--- src/rtl/mips_pkg.sv ---
// Shared definitions for the ID-stage stall/flush controller: FSM encoding,
// register-zero constant, counter widths and a saturating increment helper.
package mips_pkg;

    typedef enum logic [1:0] {
        ST_RUN   = 2'd0,
        ST_STALL = 2'd1,
        ST_HALT  = 2'd2
    } stall_state_e;

    localparam logic [4:0] REG_ZERO    = 5'd0;
    localparam int         STALL_CNT_W = 2;
    localparam int         PERF_CNT_W  = 32;

    typedef logic [STALL_CNT_W-1:0] stall_cnt_t;
    typedef logic [PERF_CNT_W-1:0]  perf_cnt_t;

    function automatic perf_cnt_t sat_inc(input perf_cnt_t v);
        return (&v) ? v : v + perf_cnt_t'(1);
    endfunction

endpackage

--- src/rtl/hazard_compare.sv ---
// Combinational load-use / branch-operand hazard detector; reports how many
// bubble cycles the instruction in ID needs before it may advance.
module hazard_compare
    import mips_pkg::*;
(
    input  logic [4:0] if_id_rs,
    input  logic [4:0] if_id_rt,
    input  logic       id_uses_rt,
    input  logic       id_is_branch,
    input  logic [4:0] id_ex_rd,
    input  logic       id_ex_reg_write,
    input  logic       id_ex_mem_read,
    input  logic [4:0] ex_m_rd,
    input  logic       ex_m_mem_read,
    output logic [1:0] need
);

    logic ex_hit;
    logic m_hit;

    // $zero never carries a real dependency.
    assign ex_hit = (id_ex_rd != REG_ZERO) &&
                    ((id_ex_rd == if_id_rs) || (id_uses_rt && (id_ex_rd == if_id_rt)));
    assign m_hit  = (ex_m_rd != REG_ZERO) &&
                    ((ex_m_rd == if_id_rs) || (id_uses_rt && (ex_m_rd == if_id_rt)));

    always_comb begin
        need = 2'd0;
        if (id_is_branch && id_ex_mem_read && ex_hit)
            need = 2'd2;
        else if (id_ex_mem_read && ex_hit)
            need = 2'd1;
        else if (id_is_branch && id_ex_reg_write && ex_hit)
            need = 2'd1;
        else if (id_is_branch && ex_m_mem_read && m_hit)
            need = 2'd1;
    end

endmodule

--- src/rtl/id_stall_controller.sv ---
// ID-stage stall controller: RUN/STALL/HALT FSM driving PC/IF-ID enables, ID/EX
// bubble and IF-ID flush. Define HAZARD_PERF_CNT_EN for stall/flush perf counters.
module id_stall_controller
    import mips_pkg::*;
(
    input  logic        clk,
    input  logic        rst_n,
    input  logic [4:0]  if_id_rs,
    input  logic [4:0]  if_id_rt,
    input  logic        id_uses_rt,
    input  logic        id_is_branch,
    input  logic [4:0]  id_ex_rd,
    input  logic        id_ex_reg_write,
    input  logic        id_ex_mem_read,
    input  logic [4:0]  ex_m_rd,
    input  logic        ex_m_mem_read,
    input  logic        branch_taken,
    input  logic        halt,
    output logic        pc_write,
    output logic        if_id_write,
    output logic        id_ex_bubble,
    output logic        if_id_flush,
    output logic [31:0] stall_cycles,
    output logic [31:0] flush_count
);

    logic [1:0]   need;
    stall_state_e state;
    stall_cnt_t   cnt;
    logic         pc_w_core, ifid_w_core, bubble_core, flush_core;

    hazard_compare u_cmp (
        .if_id_rs        (if_id_rs),
        .if_id_rt        (if_id_rt),
        .id_uses_rt      (id_uses_rt),
        .id_is_branch    (id_is_branch),
        .id_ex_rd        (id_ex_rd),
        .id_ex_reg_write (id_ex_reg_write),
        .id_ex_mem_read  (id_ex_mem_read),
        .ex_m_rd         (ex_m_rd),
        .ex_m_mem_read   (ex_m_mem_read),
        .need            (need)
    );

    // Controls must react in the same cycle as the hazard, so they are decoded
    // from state + inputs rather than registered.
    always_comb begin
        pc_w_core   = 1'b0;
        ifid_w_core = 1'b0;
        bubble_core = 1'b0;
        flush_core  = 1'b0;
        if (!halt) begin
            case (state)
                ST_RUN: begin
                    if (need != 2'd0) begin
                        bubble_core = 1'b1;
                    end else begin
                        pc_w_core   = 1'b1;
                        ifid_w_core = 1'b1;
                        flush_core  = branch_taken;
                    end
                end
                ST_STALL: bubble_core = 1'b1;
                default:  ;
            endcase
        end
    end

    assign pc_write     = rst_n & pc_w_core;
    assign if_id_write  = rst_n & ifid_w_core;
    assign id_ex_bubble = rst_n & bubble_core;
    assign if_id_flush  = rst_n & flush_core;

    always_ff @(posedge clk or negedge rst_n) begin
        if (!rst_n) begin
            state <= ST_RUN;
            cnt   <= '0;
        end else if (halt) begin
            state <= ST_HALT;
        end else begin
            case (state)
                ST_RUN: begin
                    if (need == 2'd2) begin
                        state <= ST_STALL;
                        cnt   <= need - 2'd1;
                    end
                end
                ST_STALL: begin
                    if (cnt <= stall_cnt_t'(1)) begin
                        state <= ST_RUN;
                        cnt   <= '0;
                    end else begin
                        cnt <= cnt - stall_cnt_t'(1);
                    end
                end
                ST_HALT: state <= (cnt != '0) ? ST_STALL : ST_RUN;
                default: state <= ST_RUN;
            endcase
        end
    end

`ifdef HAZARD_PERF_CNT_EN
    perf_cnt_t stall_q, flush_q;

    always_ff @(posedge clk or negedge rst_n) begin
        if (!rst_n) begin
            stall_q <= '0;
            flush_q <= '0;
        end else begin
            if (bubble_core) stall_q <= sat_inc(stall_q);
            if (flush_core)  flush_q <= sat_inc(flush_q);
        end
    end

    assign stall_cycles = stall_q;
    assign flush_count  = flush_q;
`else
    assign stall_cycles = '0;
    assign flush_count  = '0;
`endif

endmodule

--- config.mk ---
export PLATFORM = sky130hd
export DESIGN_NAME = id_stall_controller
export DESIGN_NICKNAME = d
export VERILOG_FILES = /design/src/rtl/mips_pkg.sv /design/src/rtl/hazard_compare.sv /design/src/rtl/id_stall_controller.sv
export SDC_FILE = /design/constraint.sdc
export NUM_CORES = 1
export LEC_CHECK = 0
export ABC_AREA = 1
export BUFFER_PORTS_ARGS = -buffer_cell sky130_fd_sc_hd__buf_2
export CAP_MARGIN = 0
export CORE_MARGIN = 2
export CORE_UTILIZATION = 39
export CTS_CLUSTER_SIZE = 10
export DETAILED_ROUTE_END_ITERATION = 10
export PLACE_DENSITY = 0.81
export SLEW_MARGIN = 20
export SYNTH_ARGS = -nofsm -noshare
export SYNTH_HDL_FRONTEND = slang
export SYNTH_SLANG_ARGS = --single-unit
--- constraint.sdc ---
create_clock -name clk -period 1.7 [get_ports clk]
set_input_delay 0.34 -clock clk [delete_from_list [all_inputs] [get_ports clk]]
set_output_delay 0.34 -clock clk [all_outputs]
set_load 0.1 [all_outputs]
After elaboration in Yosys (flattened, before gate mapping)
Cells that the tools add are included.
{"block": "totals", "mem_count": 0, "out_inout_bits": 68, "latch_bits": 0, "in_bits": 29, "rom_bits": 0, "ramBits": 0, "regBits": 4, "wordCells": 61}
{"block": "op_classes", "shift": 0, "bitwise_logic": 4, "n_addsub": 2, "eq_ne": 10, "n_div": 0, "n_mul": 0, "mux": 21, "order_cmp": 1, "n_reduce_logical": 21}
{"cell": "$eq 5x5->1", "count": 4}
{"cell": "$mux 2", "count": 8}
{"cell": "$logic_and 1x1->1", "count": 11}
{"cell": "$mux 1", "count": 10}
{"cell": "$reduce_bool 5->1", "count": 2}
{"cell": "$ne 3x3->1 const B", "count": 2}
{"cell": "$pmux 2 s3", "count": 1}
{"cell": "$reduce_bool 2->1", "count": 3}
{"cell": "$eq 2x2->1 const B", "count": 2}
{"cell": "$pmux 2 s2", "count": 1}
{"cell": "$sub 2x1->2 const B", "count": 2}
{"cell": "$and 1x1->1", "count": 3}
{"cell": "$reduce_and 3->1", "count": 1}
{"cell": "$eq 2x1->1 const B", "count": 1}
{"cell": "$le 2x1->1 const B", "count": 1}
{"cell": "$logic_not 2->1", "count": 1}
{"cell": "$logic_or 1x1->1", "count": 2}
{"cell": "$ne 2x2->1 const B", "count": 1}
{"cell": "$pmux 1 s2", "count": 1}
{"cell": "$reduce_and 2->1", "count": 1}
{"cell": "$not 1->1", "count": 1}

Depth between registers and ports, before layout
Gate-level depths: netlist of run 1.
{"block": "depth", "depth_word": 14, "depth_mapped": 12, "mapped_depth_nobuf": 12}

By module
Synthesis of run 1 repeated with hierarchy kept, for this count alone.
{"block": "hier_totals", "hier_cells": 214, "hier_area_um2": 1233.7}
{"mod": "id_stall_controller", "seq_area_each_um2": 100.1, "instances": 1, "area_each_um2": 810.8, "cells_per_inst": 118}
{"mod": "hazard_compare", "seq_area_each_um2": 0.0, "instances": 1, "area_each_um2": 422.9, "cells_per_inst": 96}

Least setup slack after synthesis of run 1
No wires, ideal clock.
{"block": "synth_timing", "kind": "in2out", "from": "in id_ex_rd[1]", "to": "out if_id_flush", "arrival_time_ns": 2.928, "path_buffers": 0, "required_time_ns": 1.360, "stages": 10, "path_slack_ns": -1.568, "cell_sequence": "inv_1 nand2_1 nand2_1 nor2_1 nand3_1 nand2_2 nand3_1 nand2_2 nor3_2 and2_1"}
{"block": "synth_via", "elab_chain_len": 13, "elab_cells_between_ends": 17, "classes_between": "2 x eq/ne; 6 x mux; 1 x bitwise; 8 x reduce/logical"}
{"element": "from (decl)", "line": "id_stall_controller.sv:12", "source": "input logic [4:0] id_ex_rd,"}
{"element": "$eq 5x5->1", "line": "hazard_compare.sv:23", "source": "((id_ex_rd == if_id_rs) || (id_uses_rt && (id_ex_rd == if_id_rt)));"}
{"element": "$logic_and 1x1->1", "line": "hazard_compare.sv:23"}
{"element": "$logic_or 1x1->1", "line": "hazard_compare.sv:23"}
{"element": "$logic_and 1x1->1 (*)", "line": "hazard_compare.sv:22", "source": "assign ex_hit = (id_ex_rd != REG_ZERO) &&"}
{"element": "$logic_and 1x1->1", "line": "hazard_compare.sv:33", "source": "else if (id_is_branch && id_ex_reg_write && ex_hit)"}
{"element": "$mux 2", "line": "hazard_compare.sv:33"}
{"element": "$mux 2", "line": "hazard_compare.sv:31", "source": "else if (id_ex_mem_read && ex_hit)"}
{"element": "$mux 2 (*)", "line": "hazard_compare.sv:29", "source": "if (id_is_branch && id_ex_mem_read && ex_hit)"}
{"element": "$reduce_bool 2->1 (*)", "line": "id_stall_controller.sv:55", "source": "if (need != 2'd0) begin"}
{"element": "$mux 1 (*)", "line": "id_stall_controller.sv:55"}
{"element": "$mux 1 (*)", "line": "id_stall_controller.sv:53", "source": "case (state)"}
{"element": "$mux 1 (*)", "line": "id_stall_controller.sv:52", "source": "if (!halt) begin"}
{"element": "$and 1x1->1 (*)", "line": "id_stall_controller.sv:72", "source": "assign if_id_flush = rst_n & flush_core;"}
{"element": "to (decl)", "line": "id_stall_controller.sv:22", "source": "output logic if_id_flush,"}
Mark *: on every way between the ends. The rest lies on a longest branch, timed or not.

Worst setup path in the final report of run 1
{"block": "layout_timing", "from": "in id_ex_rd[4]", "to": "out if_id_flush"}
Same word-level chain as after synthesis.

==> impl_metrics.yaml, run 1 <==
pwr:
  seqPwrFrac_pct: 10.6
  switchingPower_uw: 812
  internal_power_uw: 328
  p_leak_nw: 0.891
  comb_power_share_pct: 79.5
  p_total_mw: 1.14
  clkPwrFrac_pct: 9.9
  pwr_density_cell_nw_per_um2: 765
  vdd_drop_max_mv: 0.545
  switching_share_pct: 71.3
clock_tree:
  cts.sinks: 4
  cts_tree: "yes"
  cts_max_level: 1
  clock_latency_ns: 0.23
  cts_buffers: 3
  cts_root_buffer: "clkbuf_4"
  clk_path_buf_depth: 2
  path_clk_slew_ns: 0.04
final_layout:
  final_nets: 266
  multiInputGateArea_um2: 769
  drive_above_1_share_pct: 36.6
  fillCellCount: 267
  area_delta_synth_final_pct: 29.3
  seq_area_um2: 100
  diodes: 0
  final_util_pct: 53.6
timing:
  rsz0062_at_grt: "true"
  fin_hold_ws_ns: 0.260
  fin_worst_skew_ns: 0.00219
  max_freq_mhz: 534
  hold_viol_final: 0
  period_needed_ns: 1.87
  setup_viol: 4
  drv_slew: 0
  layout_setup_ws_ns: -0.171
  post-route-period-util_pct: 110
synth:
  ys_top_cells_by_area: "buf_4 42%, nand2_1 14%, dfrtp_1 8.7%"
  netlist_instances: 193
  ys_ff_latch: 4
  netlist-cell-type-count: 23
  synth.avg_cell_area_um2: 5.97
  yosys_warnings: 0
  synth_top_area_share_pct: 42.3
  syn_area_um2: 1150
  ys_seq_area_share_pct: 8.69
  yosys.area.top_type: "buf_4"
setup_path:
  path_common_cell: "nand2_1"
  cp-start-kind: "primary input"
  endpoint_kind: "output pin"
  crit_path_top_delay_cell: "nor3_4"
  cpLargestDelayFamily: "simple AND/OR/NAND/NOR gates"
  worst-path-buf-inv: 3
  max_stage_delay_ns: 0.19
  path_class: "in2out"
  path_max_fanout: 4
  crit_required_ns: 1.36
  path_cells: "buf_6 > inv_2 > nand2_1 > nand2_1 > nor2_1 > nand3_1 > nand2_2 > nand3_2 > nand2_4 > nor3_4 > and2_4 > buf_12"
  critical_path_arrival_ns: 1.53
status:
  violations: "setup timing"
  status: "finished with violations"
global_route:
  antenna_found_initial: 0
  grt-ovfl-total: 0
  grt_pass1_wl_um: 3550
  grt_max_degree: 6
  grt.total_usage_pct: 13.4
  grt_pass1_vias: 879
placement:
  dp_hpwl_um: 1870
  port_buffers: 32
  place.gp.congestion: 0.833
  dp_slack_ns: -0.223
floorplanning:
  design.core.area_um2: 2780
  chipHeight_um: 58.4
  num_io_pins: 97
  die_w_um: 58.4
  rows: 19
  start_util_pct: 41.4
  design.die.area_um2: 3410
route:
  vias_per_cell: 4.12
  drc: 0
  drt_iter0_drc: 22
  vias: 1095
  wirelength_um: 2600
  wl_per_cell_um: 9.79
  antenna_left: 0
  first_pass_iters: 4
job:
  drv_cap: 0
hold_path:
  hold_path_class: "in2reg"
[path summary, 6_finish.rpt]
path | cells after the start | from | to | slack, ns
max | 12 | id_ex_rd[4] | if_id_flush | -0.17
min | 1 | halt | state[1]$_DFFE_PN0P_ | 0.26
max in group asynchronous | 2 | rst_n | cnt[0]$_DFFE_PN0P_ | 1.05
min reg2reg | 2 | cnt[0]$_DFFE_PN0P_ | cnt[0]$_DFFE_PN0P_ | 0.56
min in group asynchronous | 2 | rst_n | state[0]$_DFFE_PN0P_ | 0.48
max reg2reg | 6 | state[0]$_DFFE_PN0P_ | cnt[0]$_DFFE_PN0P_ | 0.60
[cell usage after synthesis, drive strengths merged]
| cell | instances |
|---|---|
| and2 | 1 |
| xnor2 | 2 |
| conb | 1 |
| dfrtp | 4 |
| inv | 29 |
| nor2 | 17 |
| o21ai | 6 |
| buf | 65 |
| o21bai | 1 |
| nand3 | 9 |
| clkbuf | 1 |
| a21oi | 2 |
| nand2 | 46 |
| xor2 | 3 |
| a211oi | 1 |
| a21o | 1 |
| a31o | 1 |
| nor3 | 3 |
[cells in the final DEF, fill, tap and decap left out, types with 8 or more instances in the layout]
master / netlist / routed
buf_2: 0 / 9
buf_4: 65 / 8
buf_6: 0 / 17
conb_1: 1 / 64
inv_1: 25 / 14
inv_2: 4 / 8
nand2_1: 42 / 32
nand2_2: 4 / 13
nor2_1: 17 / 16
[state kept, by name, summed over array words and instances, names as in the netlist]
name,cells
cnt,2
state,2
[stage by stage]
step	cells	setup TNS, ns	instance area (um2)
final	266	-0.610	1490
after global routing	266	-0.935	1490
after CTS	264	-0.274	1400
after detailed placement	258	-0.757	1220
after global placement	258	-0.586	1220
after floorplan	256	-1.81	1410
[metal layers]
metal  up-vias  GRT usage [%]  wire [um]
met1       475           13.3        831
met3        12           2.42        248
li1        536              -          -
met2        72           25.2       1440
met4         0           8.64         86
met5         -              0          0
[cell families after synthesis]
family	share of synthesized area (%)
other cells	0.325
buf+inv	52.1
xor+xnor	3.80
flops	8.69
compound gates	6.62
simple gates	28.4
[power by group through the flow]
| stage | Sequential (mW) | Combinational [mW] | Clock (mW) |
|---|---|---|---|
| after floorplan | 0.119 | 0.857 | 0 |
| after global placement | 0.121 | 0.828 | 0 |
| after detailed placement | 0.122 | 0.832 | 0 |
| after CTS | 0.120 | 0.871 | 0.120 |
| after global routing | 0.122 | 0.940 | 0.125 |
| final | 0.120 | 0.907 | 0.113 |
[timing repair]
item / 4_1_cts / 5_1_grt
resized for setup: 40 / 27
hold endpoints to repair: 4 / 0
pin swaps: 24 / 21
hold buffers: 1 / 0
buffers inserted: 2 / 2
setup endpoints to repair: 4 / 4
[area by class of cell]
class / instances / area share (%)
multi-input combinational: 157 / 51.6
timing repair buffer: 42 / 29.0
inverter: 29 / 8.56
sequential: 4 / 6.72
tap: 31 / 2.60
clock buffer: 3 / 1.51
Power figures use the tool's default switching activity.
==> run 2: changes to the inputs <==
Settings changed: GPL_TIMING_DRIVEN set to 0.
==> run 2 against run 1 <==
Critical path depth did not move. Largest cell class is now buffers. The run still ends with setup timing left. Total power grew 7.4%. Clock skew is 0.00097 ns lower. Worst setup slack better by 0.016 ns. Non-clock buffer count is 62 higher. First-iteration DRC count decreased by 36%. Fmax up 0.86%. Sequential share of layout area decreased by 1.4 points.
==> impl_metrics.yaml, run 2 (synthesis results as in run 1) <==
clock_tree:
  cts_tree: "yes"
  clock_latency_ns: 0.23
  clk_path_buf_depth: 2
  cts.sinks: 4
  cts_root_buffer: "clkbuf_4"
  cts_max_level: 1
  path_clk_slew_ns: 0.03
  cts_buffers: 3
placement:
  dp_hpwl_um: 2170
  port_buffers: 32
  place.gp.congestion: 0.878
  place_area_um2: 1610
setup_path:
  ff2ff_setup_slack_ns: 0.58
  path_class: "in2out"
  max_stage_delay_ns: 0.19
  path_max_fanout: 3
  cpLargestDelayFamily: "simple AND/OR/NAND/NOR gates"
  path_common_cell: "nand2_2"
  crit_path_top_delay_cell: "nor3_4"
  cp-start-kind: "primary input"
  path_cells: "buf_6 > inv_2 > nand2_1 > o21ai_1 > nor2_1 > nand3_1 > nand2_2 > nand2_2 > nand2_4 > nor3_4 > and2_4 > buf_12"
  crit_required_ns: 1.36
  endpoint_kind: "output pin"
  critical_path_arrival_ns: 1.52
  worst-path-buf-inv: 3
final_layout:
  mostFrequentLayoutCells: "73 x buf_4, 64 x conb_1, 38 x nand2_1"
  diodes: 0
  drive_above_1_share_pct: 47.1
  final_cell_area_um2: 1870
  layout_commonest_cell: "buf_4"
  fillCellCount: 263
  final_nets: 328
  multiInputGateArea_um2: 754
  area_delta_synth_final_pct: 62.1
  top_regs: "cnt (2), state (2)"
  seq_area_um2: 100
  final_util_pct: 67.2
timing:
  rsz0062_at_grt: "true"
  period_needed_ns: 1.86
  max_freq_mhz: 539
  post-route-period-util_pct: 109
  hold_viol_final: 0
  setup_viol: 4
  layout_setup_ws_ns: -0.155
  fin_worst_skew_ns: 0.00122
  drv_slew: 0
global_route:
  antenna_found_initial: 0
  grt_pass1_vias: 992
  grt_pass1_wl_um: 3810
  grt-ovfl-total: 0
  grt_max_degree: 6
  grt.total_usage_pct: 14.0
route:
  vias: 1219
  drt_iter0_drc: 14
  vias_per_cell: 3.72
  drc: 0
  wl_per_cell_um: 8.28
  first_pass_iters: 4
  antenna_left: 0
  wirelength_um: 2720
floorplanning:
  rows: 19
  chipHeight_um: 58.4
  die_w_um: 58.4
  num_io_pins: 97
  start_util_pct: 41.4
  design.core.area_um2: 2780
  design.die.area_um2: 3410
status:
  status: "finished with violations"
  violations: "setup timing"
job:
  drv_cap: 0
pwr:
  p_leak_nw: 1.20
  p_total_mw: 1.23
  vdd_drop_max_mv: 0.702
  pwr_density_cell_nw_per_um2: 656
hold_path:
  hold_path_class: "in2reg"
==> run 2: what timing repair did <==
| action | in CTS | in global routing |
|---|---|---|
| pin swaps | 9 | 25 |
| hold buffers | 1 | 0 |
| setup endpoints to repair | 4 | 4 |
| endpoints found under the hold margin | 4 | 0 |
| buffers inserted | 2 | 3 |
| gates resized for setup | 31 | 29 |
==> run 2: path summary, 6_finish.rpt <==
path                       cells after the start            startpoint                    to
max reg2reg                                    6  state[0]$_DFFE_PN0P_    cnt[0]$_DFFE_PN0P_
max                                           12           if_id_rt[3]           if_id_flush
min                                            2                  halt  state[1]$_DFFE_PN0P_
max in group asynchronous                      2                 rst_n    cnt[0]$_DFFE_PN0P_
min reg2reg                                    2    cnt[0]$_DFFE_PN0P_    cnt[0]$_DFFE_PN0P_
min in group asynchronous                      2                 rst_n  state[1]$_DFFE_PN0P_
==> run 2: power by group <==
group,total (mW),switching (mW),internal (mW)
registers,0.121,0.0119,0.109
clock network,0.110,0.0313,0.0784
logic,0.994,0.776,0.219
==> run 2: layout make-up <==
class	instances	share of cell area, %
clock buffers	3	1.21
multi-input cells	157	40.4
flip-flops and latches	4	5.36
well taps	31	2.08
inverters	29	6.16
plain buffers	66	26.3
repair buffers	38	18.5
==> run 2: per-layer routing <==
metal	share of wire [%]	up-vias	wire length [um]	GRT usage (%)
met2	57	56	1540	29.5
met4	1.7	0	45	2.99
met5	0	-	0	0
li1	-	659	-	-
met1	32	498	863	13.8
met3	9.9	6	269	2.42
==> run 2: per-stage QoR <==
stage	std cells	hold WS, ns	setup TNS [ns]	setup slack [ns]
5_1_grt	328	0.373	-0.812	-0.242
2_1_floorplan	256	0.0444	-1.81	-0.740
3_3_place_gp	319	0.152	-1.44	-0.423
6_report	328	0.352	-0.459	-0.155
3_5_place_dp	319	0.153	-1.50	-0.437
4_1_cts	325	0.339	-0.398	-0.137
==> run 3: changes to the inputs <==
Settings changed: BUFFER_PORTS_ARGS -buffer_cell sky130_fd_sc_hd__buf_2 to not set, CORE_UTILIZATION 39 to 60, DONT_BUFFER_PORTS set to 1, PLACE_DENSITY 0.81 to 0.76.
==> run 3 against run 2 <==
The flow still finishes with violations (setup timing). Die area down 33%. Worst setup slack lost 0.74 ns. Fmax decreased by 29%.
==> impl_metrics.yaml, run 3 (synthesis results as in run 1) <==
floorplanning:
  chipHeight_um: 47.8
  design.die.area_um2: 2290
  num_io_pins: 97
  design.core.area_um2: 1760
  die_w_um: 47.8
  rows: 15
  start_util_pct: 65.3
timing:
  setup_viol: 4
  worstMarginPinSlew_ns: 1.07
  layout_setup_ws_ns: -0.897
  drv_slew: 0
  max_freq_mhz: 385
  fin_hold_ws_ns: 0.212
  post-route-period-util_pct: 153
  rsz0062_at_grt: "true"
  hold_viol_final: 0
  period_needed_ns: 2.60
  fin_worst_skew_ns: 0.00209
  slew_headroom_pct: 28.4
route:
  wirelength_um: 2770
  vias: 1180
  first_pass_iters: 4
  vias_per_cell: 4.10
  drc: 0
  wl_per_cell_um: 9.63
  antenna_left: 0
  drt_iter0_drc: 29
status:
  status: "finished with violations"
  violations: "setup timing"
global_route:
  grt-ovfl-total: 0
  grt.total_usage_pct: 23.4
  grt_pass1_vias: 1014
  antenna_found_initial: 0
  grt_pass1_wl_um: 3820
  grt_max_degree: 6
setup_path:
  crit_required_ns: 1.36
  worst-path-buf-inv: 1
  path_cells: "inv_4 > nand2_1 > o21ai_1 > nor2_1 > nand3_1 > nand2_1 > nand2_1 > nand2_2 > nor3_4 > and2_4"
  path_class: "in2out"
  cpLargestDelayFamily: "simple AND/OR/NAND/NOR gates"
  max_stage_delay_ns: 0.86
  crit_path_top_delay_cell: "nor3_4"
  reg2reg_depth: 8
  path_common_cell: "nand2_1"
  critical_path_arrival_ns: 2.26
  endpoint_kind: "output pin"
  cp.depth: 10
  cp-start-kind: "primary input"
  path_max_fanout: 3
clock_tree:
  cts.sinks: 4
  clock_latency_ns: 0.23
  cts_root_buffer: "clkbuf_4"
  cts_buffers: 3
  clk_path_buf_depth: 2
  path_clk_slew_ns: 0.03
  cts_max_level: 1
  cts_tree: "yes"
final_layout:
  layout_commonest_cell: "buf_4"
  top_regs: "cnt (2), state (2)"
  final_util_pct: 88.2
  drive_above_1_share_pct: 41.8
  final_nets: 294
  fin_cells: 288
  mostFrequentLayoutCells: "68 x buf_4, 64 x conb_1, 33 x nand2_1, 16 x nor2_1, 14 x inv_1"
  diodes: 0
  area_delta_synth_final_pct: 35.1
pwr:
  internal_power_uw: 356
  vdd_drop_max_mv: 0.601
  seqPwrFrac_pct: 10.7
  p_total_mw: 1.15
  p_leak_nw: 1.03
  switching_share_pct: 68.9
  switchingPower_uw: 789
  pwr_density_cell_nw_per_um2: 736
  comb_power_share_pct: 79.7
  clkPwrFrac_pct: 9.6
hold_path:
  hold_path_class: "in2reg"
  hold_path_depth: 1
placement:
  place.gp.congestion: 0.786
  dp_hpwl_um: 2150
  port_buffers: 0
  dp_cells: 281
job:
  drv_cap: 0
[run 3: layout make-up]
class | count | area, um2
well taps | 25 | 31.3
plain buffers | 66 | 492
fillers | 111 | 208
inverters | 29 | 125
repair buffers | 4 | 32.5
flip-flops and latches | 4 | 100
multi-input cells | 157 | 753
clock buffers | 3 | 22.5
[run 3: path summary, 6_finish.rpt]
kind                                           start                    to  slack, ns
worst min register to register  state[0]$_DFFE_PN0P_  state[0]$_DFFE_PN0P_       0.58
worst min-delay path                            halt  state[1]$_DFFE_PN0P_       0.21
max in group asynchronous                      rst_n    cnt[0]$_DFFE_PN0P_       1.13
worst max-delay path                      ex_m_rd[1]           if_id_flush      -0.90
worst max register to register  state[1]$_DFFE_PN0P_    cnt[0]$_DFFE_PN0P_       0.38
min in group asynchronous                      rst_n  state[0]$_DFFE_PN0P_       0.39
[run 3: metrics by stage]
stage | area (um2) | setup WS (ns) | TNS [ns]
after floorplan | 1410 | -0.740 | -1.81
after global placement | 1440 | -0.831 | -2.15
after detailed placement | 1440 | -0.844 | -2.21
after CTS | 1510 | -0.807 | -2.08
after global routing | 1560 | -0.954 | -2.65
final | 1560 | -0.897 | -2.44
[run 3: power groups by stage]
| stage | Combinational (mW) | Clock [mW] | Sequential [mW] |
|---|---|---|---|
| 2_1_floorplan | 0.857 | 0 | 0.119 |
| 3_3_place_gp | 0.870 | 0 | 0.120 |
| 3_5_place_dp | 0.873 | 0 | 0.122 |
| 4_1_cts | 0.884 | 0.116 | 0.120 |
| 5_1_grt | 0.949 | 0.126 | 0.123 |
| 6_report | 0.913 | 0.110 | 0.123 |
[run 3: worst reg2reg max path, delay by kind of cell, from the launching register on]
family                 cells  cell delay, ns
AO/OA/AOI/OAI              1            0.12
AND/OR/NAND/NOR            4            0.36
flip-flops                 1            0.39
buffers and inverters      3            0.37
[run 3: timing repair]
item                                    CTS  global route
pin swaps                                 5            23
hold buffers                              1             0
cloned                                    0             0
hold endpoints to repair                  4             0
setup buffers                             3             0
gates resized for setup                   3            26
endpoints found under the setup margin    4             4
[run 3: layer usage]
layer	wire, um	global-route usage, %
met5	0	0
met4	93	11.4
met3	394	9.43
met2	1400	44.3
met1	888	21.3
